## src/rtl/acc_cpu_pkg.sv

```systemverilog
// Shared constants for the parametrised accumulator CPU.
// Holds the opcode field width, opcode values and FSM state encoding
// used by both the controller and the datapath top.
package acc_cpu_pkg;

  localparam int OP_W = 3;

  localparam logic [OP_W-1:0] OP_LDA = 3'd0;
  localparam logic [OP_W-1:0] OP_STA = 3'd1;
  localparam logic [OP_W-1:0] OP_ADD = 3'd2;
  localparam logic [OP_W-1:0] OP_SUB = 3'd3;
  localparam logic [OP_W-1:0] OP_AND = 3'd4;
  localparam logic [OP_W-1:0] OP_JMP = 3'd5;
  localparam logic [OP_W-1:0] OP_JZ  = 3'd6;
  localparam logic [OP_W-1:0] OP_HLT = 3'd7;

  localparam int ST_W = 3;

  localparam logic [ST_W-1:0] ST_RST     = 3'd0;
  localparam logic [ST_W-1:0] ST_FETCH   = 3'd1;
  localparam logic [ST_W-1:0] ST_DECODE  = 3'd2;
  localparam logic [ST_W-1:0] ST_EXEC_RD = 3'd3;
  localparam logic [ST_W-1:0] ST_EXEC_WR = 3'd4;
  localparam logic [ST_W-1:0] ST_HALT    = 3'd5;

endpackage

```

## src/rtl/acc_cpu_ctrl.sv

```systemverilog
// Sequencing FSM for the accumulator CPU.
// Decodes bus strobes, address select and datapath load enables
// combinationally from the state register.
// Ports:
//   clk, reset      : clock, async active-low reset
//   opcode          : opcode field of the instruction register
//   zero            : accumulator == 0
//   mem_ready       : memory completes the current access this cycle
//   rd_mem, wr_mem  : bus strobes
//   addr_pc         : drive PC onto the address bus
//   addr_opnd       : drive IR operand address onto the address bus
//   ir_load, pc_inc : fetch completion enables
//   pc_jump         : load PC from operand address
//   ac_load         : update AC/carry from the ALU
//   halted          : FSM is in HALT
//
// state      | meaning
// -----------+---------------------------------------------
// ST_RST     | one idle cycle after reset release
// ST_FETCH   | read instruction at PC, wait for mem_ready
// ST_DECODE  | one cycle; branches resolve here
// ST_EXEC_RD | read operand, update AC/carry on mem_ready
// ST_EXEC_WR | write AC to operand address, wait mem_ready
// ST_HALT    | frozen until reset
module acc_cpu_ctrl
  import acc_cpu_pkg::*;
(
  input  logic            clk,
  input  logic            reset,
  input  logic [OP_W-1:0] opcode,
  input  logic            zero,
  input  logic            mem_ready,
  output logic            rd_mem,
  output logic            wr_mem,
  output logic            addr_pc,
  output logic            addr_opnd,
  output logic            ir_load,
  output logic            pc_inc,
  output logic            pc_jump,
  output logic            ac_load,
  output logic            halted
);

  logic [ST_W-1:0] state;
  logic [ST_W-1:0] state_nxt;

  always_ff @(posedge clk or negedge reset) begin
    if (!reset) state <= ST_RST;
    else        state <= state_nxt;
  end

  always_comb begin
    state_nxt = state;
    rd_mem    = 1'b0;
    wr_mem    = 1'b0;
    addr_pc   = 1'b0;
    addr_opnd = 1'b0;
    ir_load   = 1'b0;
    pc_inc    = 1'b0;
    pc_jump   = 1'b0;
    ac_load   = 1'b0;
    halted    = 1'b0;
    case (state)
      ST_RST: state_nxt = ST_FETCH;
      ST_FETCH: begin
        rd_mem  = 1'b1;
        addr_pc = 1'b1;
        if (mem_ready) begin
          ir_load   = 1'b1;
          pc_inc    = 1'b1;
          state_nxt = ST_DECODE;
        end
      end
      ST_DECODE: begin
        case (opcode)
          OP_LDA, OP_ADD, OP_SUB, OP_AND: state_nxt = ST_EXEC_RD;
          OP_STA: state_nxt = ST_EXEC_WR;
          OP_JMP: begin
            pc_jump   = 1'b1;
            state_nxt = ST_FETCH;
          end
          OP_JZ: begin
            pc_jump   = zero;
            state_nxt = ST_FETCH;
          end
          default: state_nxt = ST_HALT;
        endcase
      end
      ST_EXEC_RD: begin
        rd_mem    = 1'b1;
        addr_opnd = 1'b1;
        if (mem_ready) begin
          ac_load   = 1'b1;
          state_nxt = ST_FETCH;
        end
      end
      ST_EXEC_WR: begin
        wr_mem    = 1'b1;
        addr_opnd = 1'b1;
        if (mem_ready) state_nxt = ST_FETCH;
      end
      ST_HALT: halted = 1'b1;
      default: state_nxt = ST_RST;
    endcase
  end

endmodule

```

## src/rtl/acc_cpu_param.sv

```systemverilog
// Parametrised multi-cycle accumulator CPU: datapath (PC, IR, AC, carry,
// ALU) plus the sequencing controller.
// Ports:
//   clk, reset    : clock, async active-low reset
//   data_bus_in   : memory read data, valid while mem_ready=1
//   mem_ready     : memory completes the current access this cycle
//   adr_bus       : memory address (0 when no access is active)
//   rd_mem/wr_mem : read/write strobes
//   data_bus_out  : write data (AC during a write, else 0)
//   halted        : CPU is in HALT
//   carry         : carry/borrow flag
//   zero          : AC == 0
module acc_cpu_param
  import acc_cpu_pkg::*;
#(
  parameter int                DATA_W   = 16,
  parameter int                ADR_W    = 12,
  parameter logic [ADR_W-1:0]  RESET_PC = '0
) (
  input  logic              clk,
  input  logic              reset,
  input  logic [DATA_W-1:0] data_bus_in,
  input  logic              mem_ready,
  output logic [ADR_W-1:0]  adr_bus,
  output logic              rd_mem,
  output logic              wr_mem,
  output logic [DATA_W-1:0] data_bus_out,
  output logic              halted,
  output logic              carry,
  output logic              zero
);

  logic [ADR_W-1:0]  pc;
  logic [DATA_W-1:0] ir;
  logic [DATA_W-1:0] ac;
  logic [OP_W-1:0]   opcode;
  logic [ADR_W-1:0]  opnd;
  logic              addr_pc, addr_opnd;
  logic              ir_load, pc_inc, pc_jump, ac_load;
  logic [DATA_W-1:0] alu_ac;
  logic              alu_c;

  assign opcode = ir[DATA_W-1 -: OP_W];
  assign opnd   = ir[ADR_W-1:0];
  assign zero   = (ac == '0);

  // Bits between the opcode and the operand address carry no meaning.
  if (DATA_W > ADR_W + OP_W) begin : g_spare
    logic unused_ir_bits;
    assign unused_ir_bits = ^ir[DATA_W-OP_W-1:ADR_W];
  end

  acc_cpu_ctrl u_ctrl (
    .clk       (clk),
    .reset     (reset),
    .opcode    (opcode),
    .zero      (zero),
    .mem_ready (mem_ready),
    .rd_mem    (rd_mem),
    .wr_mem    (wr_mem),
    .addr_pc   (addr_pc),
    .addr_opnd (addr_opnd),
    .ir_load   (ir_load),
    .pc_inc    (pc_inc),
    .pc_jump   (pc_jump),
    .ac_load   (ac_load),
    .halted    (halted)
  );

  assign adr_bus      = addr_pc ? pc : (addr_opnd ? opnd : '0);
  assign data_bus_out = wr_mem ? ac : '0;

  always_comb begin
    alu_ac = ac;
    alu_c  = carry;
    case (opcode)
      OP_LDA: alu_ac = data_bus_in;
      OP_ADD: {alu_c, alu_ac} = {1'b0, ac} + {1'b0, data_bus_in};
      OP_SUB: begin
        alu_ac = ac - data_bus_in;
        alu_c  = (ac < data_bus_in);
      end
      OP_AND: alu_ac = ac & data_bus_in;
      default: ;
    endcase
  end

  always_ff @(posedge clk or negedge reset) begin
    if (!reset) begin
      pc    <= RESET_PC;
      ir    <= '0;
      ac    <= '0;
      carry <= 1'b0;
    end else begin
      if (ir_load) ir <= data_bus_in;
      // pc_inc (FETCH) and pc_jump (DECODE) are never active together.
      if (pc_inc)       pc <= pc + ADR_W'(1);
      else if (pc_jump) pc <= opnd;
      if (ac_load) begin
        ac    <= alu_ac;
        carry <= alu_c;
      end
    end
  end

endmodule

```

## config.mk

```make
export PLATFORM = sky130hd
export DESIGN_NAME = acc_cpu_param
export DESIGN_NICKNAME = d
export VERILOG_FILES = /design/src/rtl/acc_cpu_pkg.sv /design/src/rtl/acc_cpu_ctrl.sv /design/src/rtl/acc_cpu_param.sv
export SDC_FILE = /design/constraint.sdc
export NUM_CORES = 1
export LEC_CHECK = 0
export ABC_CLOCK_PERIOD_IN_PS = 6600
export BUFFER_PORTS_ARGS = -buffer_cell sky130_fd_sc_hd__buf_2
export CAP_MARGIN = 20
export CORE_MARGIN = 2
export CORE_UTILIZATION = 64
export DETAILED_ROUTE_END_ITERATION = 6
export PLACE_DENSITY = 0.87
export SLEW_MARGIN = 0
export SYNTH_ARGS = -nofsm -noshare
export SYNTH_HDL_FRONTEND = slang
export SYNTH_HIERARCHICAL = 1
export SYNTH_SLANG_ARGS = --single-unit
export TNS_END_PERCENT = 30
```

## constraint.sdc

```tcl
create_clock -name clk -period 6.6 [get_ports clk]
set_input_delay 1.98 -clock clk [delete_from_list [all_inputs] [get_ports clk]]
set_output_delay 1.98 -clock clk [all_outputs]
set_load 0.03 [all_outputs]
```

==> run_results.csv, run 1 <==
group,metric,value,unit
timing,final_max_slew_viol_count,0,
layout,layout_common_cells,"nand2_1, buf_2, nor2_1",
logic_synthesis,syn_inst,537,
place,dp.cells,640,
clocking,cts.root.buffer_cell,"clkbuf_8",
timing,tns,0,ps
logic_synthesis,ys.flop_type,"dfrtp_1",
power,leakage,2.29,nW
run_status,status,"finished clean",
detailed_routing,dr.first_iter.drc_count,471,
worst_setup_path,critPathLaunchType,"register",
layout,final_layout_size_suffix_gt1_share,15.9,%
floorplanning,dieArea,7440,sq um
detailed_routing,wl,12.2,mm
worst_setup_path,crit_arrival,2790,ps
worst_setup_path,r2r_start,"u_ctrl/state[0]",
global_routing,grt_max_degree,48,
global_routing,antenna_found_initial,0,
clocking,cts_tree,"built",
floorplanning,rows,29,
layout,layout.cells.non_filler,648,
clocking,clkSlewWorstSetupHoldPaths,100,ps
worst_setup_path,crit_start,"u_ctrl/state[1]",
timing,clock_skew,10.3,ps
layout,multiInputGateArea,2920,sq um
place,post-place-ws,2280,ps
clocking,ctsHoldBuffers,0,
timing,period_share,72.2,%
timing,min_period,4770,ps
logic_synthesis,syn_area_per_cell,8.06,sq um
timing,fmaxAchievable,210,MHz
place,dp_hpwl,8.73,mm
logic_synthesis,synth_edf_count,0,
job,cap_violations,0,
logic_synthesis,synth_fp_nets,592,
layout,fill_cells,511,
logic_synthesis,ys_warn_count,6,
detailed_routing,via_per_inst,6.68,
power,irDropWorstVdd,0.0980,mV
timing,setup_viol,0,
logic_synthesis,yosysUniqueCellTypes,67,
logic_synthesis,synthesis.area,4330,sq um
timing,fin_ws,1830,ps
clocking,h-tree-depth,2,
layout,final_common_cell,"nand2_1",
worst_setup_path,required,4620,ps
place,gp_congestion,1.02,
timing,maxSlewHeadroom,30.9,%
clocking,cts_buffers,5,
worst_setup_path,crit_fanout,18,
detailed_routing,drc_errors,0,
layout,areaGrowthSynthToFinish,8.70,%
floorplanning,dieWidth,86.2,um
place,numPortBuffers,51,
detailed_routing,ant_nets,0,
worst_setup_path,worstRegToRegCells,6,
min_path,min_path_cells,1,
layout,regArea,1180,sq um
clocking,post_cts_resized,0,
floorplanning,die_y,86.2,um
worst_setup_path,end_kind,"primary output",
global_routing,grt_pass1_vias,3928,
worst_setup_path,reg2reg_to,"pc[10]",
floorplanning,initial_core_util,67.0,%
layout,fin_nets,625,
logic_synthesis,synth_seq_cells,47,
clocking,clock_path_buffers,2,
floorplanning,io_pins,52,
timing,hold_viol,0,
logic_synthesis,ys_seq_area_share,27.2,%
detailed_routing,wl_per_cell,18.8,um
worst_setup_path,rrSetupSlack,3680,ps
global_routing,grt_use_total,33.3,%
worst_setup_path,cp-endpoint,"adr_bus[6]",
global_routing,gr-total-overflow,0,
clocking,clock_sinks,47,
detailed_routing,first_pass_iters,5,
worst_setup_path,path_class,"register to primary output",
floorplanning,core-area,6460,sq um
detailed_routing,vias,4331,
clocking,cts_setup_buffers,0,
clocking,clock_latency,320,ps
timing,rsz0062_at_grt,"no",
logic_synthesis,synthArstFlopShare,100,%
power,p_per_area,124,nW/um^2
power,finalPower,582,uW
min_path,hold_class,"register to register",
global_routing,grt_first_pass_wirelength,19.7,mm
timing,worst_pin_slew,1030,ps
layout,antenna_cells,0,
## cell families after synthesis
group                      Yosys count  synth area share (%)
and+or+nand+nor                    184                  21.2
muxes                               19                  4.83
AOI/OAI and AO/OA                  174                  26.9
DFF                                 47                  27.2
adders and majority gates           36                  10.8
buffers and inverters               59                  5.44
xor gates and xnor gates            18                  3.64
## stage by stage
stage	hold WS, ps	util (%)	instance area, sq um
after floorplan	495	-	4330
after global placement	522	71.0	4580
after detailed placement	524	71.0	4580
after CTS	551	72.8	4700
after global routing	568	72.8	4700
final	551	72.8	4700
## layout make-up
class                           count  share of cell area [%]
Timing Repair Buffer               54                    5.90
Inverter                           31                    2.47
Clock inverter                      2                   0.824
Multi-Input combinational cell    431                    62.0
Tap cell                           77                    2.05
Sequential cell                    47                    25.0
Clock buffer                        6                    1.76
## sequential cells by signal (all words and copies together), names as in the netlist
signal        flops
ac               16
carry             1
ir               15
pc               12
u_ctrl/state      3
## worst min-delay path by stage
stage	from	end	slack [ps]
floorplan	pc[4]	pc[4]	500
global placement	pc[6]	pc[6]	520
detailed placement	ir[3]	ir[3]	520
CTS	pc[6]	pc[6]	550
global route	pc[6]	pc[6]	570
finish	ir[5]	ir[5]	550
## critical path, stage by stage, from the launching register on
cell and delay, ps:
dfrtp_1 470, nand2b_1 220, nor2_1 800, a21o_1 460, nand2_1 90, o21ai_0 200
buf_2 240
## power breakdown
group          switching, mW  total, mW  internal [mW]
Clock                  0.114      0.239          0.125
Sequential                 0      0.288          0.288
Combinational         0.0367     0.0552         0.0185
## synth_stat cells (all sizes together) (6+ instances only)
cell type	instances	area [sq um]
a31oi	7	43.8
ha	34	425
nor2b	9	56.3
and3	10	62.6
o31ai	6	58.8
clkbuf	22	82.6
mux2	15	169
o21a	6	45.0
a21oi	42	210
o21ai	43	215
a21o	8	60.1
nor3	12	65.1
xnor2	15	131
buf	6	36.3
a211oi	13	97.6
nand2	52	195
nand3	8	40.0
inv	31	116
nand2b	7	43.8
dfrtp	47	1180
and2	20	128
nor2	48	180
## layer usage
| layer | wire (um) | track usage, % | vias to the layer above |
|---|---|---|---|
| met3 | 980 | 4.95 | 24 |
| met1 | 5200 | 44.4 | 2070 |
| met2 | 5680 | 55.2 | 242 |
| li1 | - | - | 1995 |
| met4 | 313 | 12.8 | 0 |
| met5 | 0 | 0 | - |
Power figures use the tool's default switching activity.
==> run 2: changes to the inputs <==
--- a/config.mk
+++ b/config.mk
@@ -5,13 +5,13 @@
 export SDC_FILE = /design/constraint.sdc
 export NUM_CORES = 1
 export LEC_CHECK = 0
-export ABC_CLOCK_PERIOD_IN_PS = 6600
+export ABC_CLOCK_PERIOD_IN_PS = 4400
 export BUFFER_PORTS_ARGS = -buffer_cell sky130_fd_sc_hd__buf_2
 export CAP_MARGIN = 20
 export CORE_MARGIN = 2
-export CORE_UTILIZATION = 64
+export CORE_UTILIZATION = 60
 export DETAILED_ROUTE_END_ITERATION = 6
-export PLACE_DENSITY = 0.87
+export PLACE_DENSITY = 0.82
 export SLEW_MARGIN = 0
 export SYNTH_ARGS = -nofsm -noshare
 export SYNTH_HDL_FRONTEND = slang
==> constraint.sdc (replaced) <==
create_clock -name clk -period 4.4 [get_ports clk]
set_input_delay 1.32 -clock clk [delete_from_list [all_inputs] [get_ports clk]]
set_output_delay 1.32 -clock clk [all_outputs]
set_load 0.03 [all_outputs]
==> run_results.csv, run 2 (synthesis gave the netlist of run 1 again) <==
group,metric,value,unit
worst_setup_path,crit_arrival,2110,ps
timing,setup_viol,0,
clocking,cts.root.buffer_cell,"clkbuf_8",
timing,hold_viol,0,
worst_setup_path,critPathLaunchType,"register",
floorplanning,dieWidth,88.9,um
clocking,clock_latency,310,ps
run_status,status,"finished clean",
worst_setup_path,reg2reg_to,"pc[10]",
clocking,cts_tree,"built",
timing,period_share,77.9,%
floorplanning,rows,30,
floorplanning,initial_core_util,63.0,%
detailed_routing,ant_nets,0,
layout,fin_nets,627,
power,switching_power,219,uW
layout,final_common_cell,"nand2_1",
worst_setup_path,rrSetupSlack,1520,ps
worst_setup_path,worstRegToRegCells,6,
timing,worst_pin_slew,798,ps
power,p_sw_share,25.3,%
layout,antenna_cells,0,
timing,min_period,3430,ps
layout,layout_common_cells,"nand2_1, buf_2, nor2_1",
clocking,cts_setup_buffers,0,
clocking,post_cts_resized,0,
power,p_per_area,182,nW/um^2
clocking,ctsHoldBuffers,0,
power,irDropWorstVdd,0.127,mV
power,pwr-share-comb,9.4,%
clocking,cts_buffers,5,
place,dp_hpwl,8.88,mm
detailed_routing,wl_per_cell,17.8,um
detailed_routing,vias,4190,
layout,final_layout_size_suffix_gt1_share,16.2,%
layout,regMostFlops,"ac",
power,sequentialPowerShare,49.9,%
place,gp_congestion,1.01,
layout,largest_reg_flops,16,
layout,areaGrowthSynthToFinish,9.60,%
timing,fmaxAchievable,292,MHz
floorplanning,io_pins,52,
timing,maxSlewHeadroom,46.7,%
clocking,clkSlewWorstSetupHoldPaths,100,ps
floorplanning,dieArea,7910,sq um
worst_setup_path,crit_fanout,12,
floorplanning,core-area,6870,sq um
worst_setup_path,path_class,"register to primary output",
global_routing,gr-total-overflow,0,
worst_setup_path,r2r_start,"u_ctrl/state[0]",
detailed_routing,drc_errors,0,
timing,tns,0,ps
global_routing,antenna_found_initial,0,
clocking,clock_sinks,47,
global_routing,grt_first_pass_wirelength,18.9,mm
power,finalPower,865,uW
min_path,min_path_cells,1,
detailed_routing,first_pass_iters,5,
timing,rsz0062_at_grt,"no",
global_routing,grt_use_total,31.0,%
min_path,hold_class,"register to register",
layout,reg_top3,"ac: 16 flops, ir: 15 flops, pc: 12 flops",
clocking,clock_path_buffers,2,
clocking,h-tree-depth,2,
power,leakage,2.30,nW
power,p_int,647,uW
global_routing,grt_pass1_vias,3656,
min_path,hold_start,"pc[4]",
detailed_routing,wl,11.9,mm
timing,clock_skew,11.3,ps
worst_setup_path,required,3080,ps
detailed_routing,via_per_inst,6.26,
floorplanning,die_y,88.9,um
timing,final_max_slew_viol_count,0,
power,pwr-share-clk,40.7,%
worst_setup_path,end_kind,"primary output",
place,numPortBuffers,51,
job,cap_violations,0,
min_path,min_to,"pc[4]",
global_routing,grt_max_degree,34,
detailed_routing,dr.first_iter.drc_count,440,
-- run 2: cell types whose count changed in the layout (fill, tap and decap cells not counted), sizes merged --
cell and change:
buf +2
-- run 2: critical path: stages, from the launching register on --
cell	delay (ps)
dfrtp_1	530
inv_1	130
nor2_1	180
a21o_1	420
nand2_1	110
o21ai_0	190
buf_2	230
-- run 2: worst max path at each step --
stage / endpoint / slack, ps / startpoint
final: adr_bus[5] / 970 / u_ctrl/state[0]
after floorplan: adr_bus[10] / 670 / u_ctrl/state[1]
after detailed placement: ac[12] / 780 / data_bus_in[0]
after global placement: ac[12] / 840 / data_bus_in[0]
after CTS: adr_bus[5] / 1040 / u_ctrl/state[0]
after global routing: adr_bus[4] / 860 / u_ctrl/state[0]
-- run 2: layer usage --
layer	up-vias	wire length [um]	GRT usage, %
met2	175	5310	48.8
li1	1999	-	-
met3	19	843	4.25
met4	0	283	7.46
met5	-	0	0
met1	1997	5470	45.4
-- run 2: layout make-up --
class / count / area, sq um
well taps: 96 / 120
fillers: 568 / 2130
multi-input cells: 431 / 2920
inverters: 31 / 116
clock buffers: 6 / 82.6
repair buffers: 56 / 293
flip-flops and latches: 47 / 1180
clock inverters: 2 / 38.8
-- run 2: power by group through the flow --
stage / clock network (mW) / registers, mW / logic [mW]
6_report: 0.353 / 0.432 / 0.0812
5_1_grt: 0.372 / 0.432 / 0.0912
4_1_cts: 0.356 / 0.432 / 0.0806
3_5_place_dp: 0 / 0.440 / 0.0802
3_3_place_gp: 0 / 0.440 / 0.0782
2_1_floorplan: 0 / 0.440 / 0.0450
-- run 2: metrics by stage --
| stage | hold slack, ps | utilization, % | cell area [sq um] | worst slack, ps | instances |
|---|---|---|---|---|---|
| floorplan | 495 | - | 4330 | 666 | 537 |
| global placement | 517 | 67.3 | 4620 | 843 | 661 |
| detailed placement | 524 | 67.3 | 4620 | 781 | 661 |
| CTS | 541 | 69.1 | 4740 | 1040 | 669 |
| global route | 565 | 69.1 | 4740 | 862 | 669 |
| finish | 543 | 69.1 | 4740 | 972 | 669 |
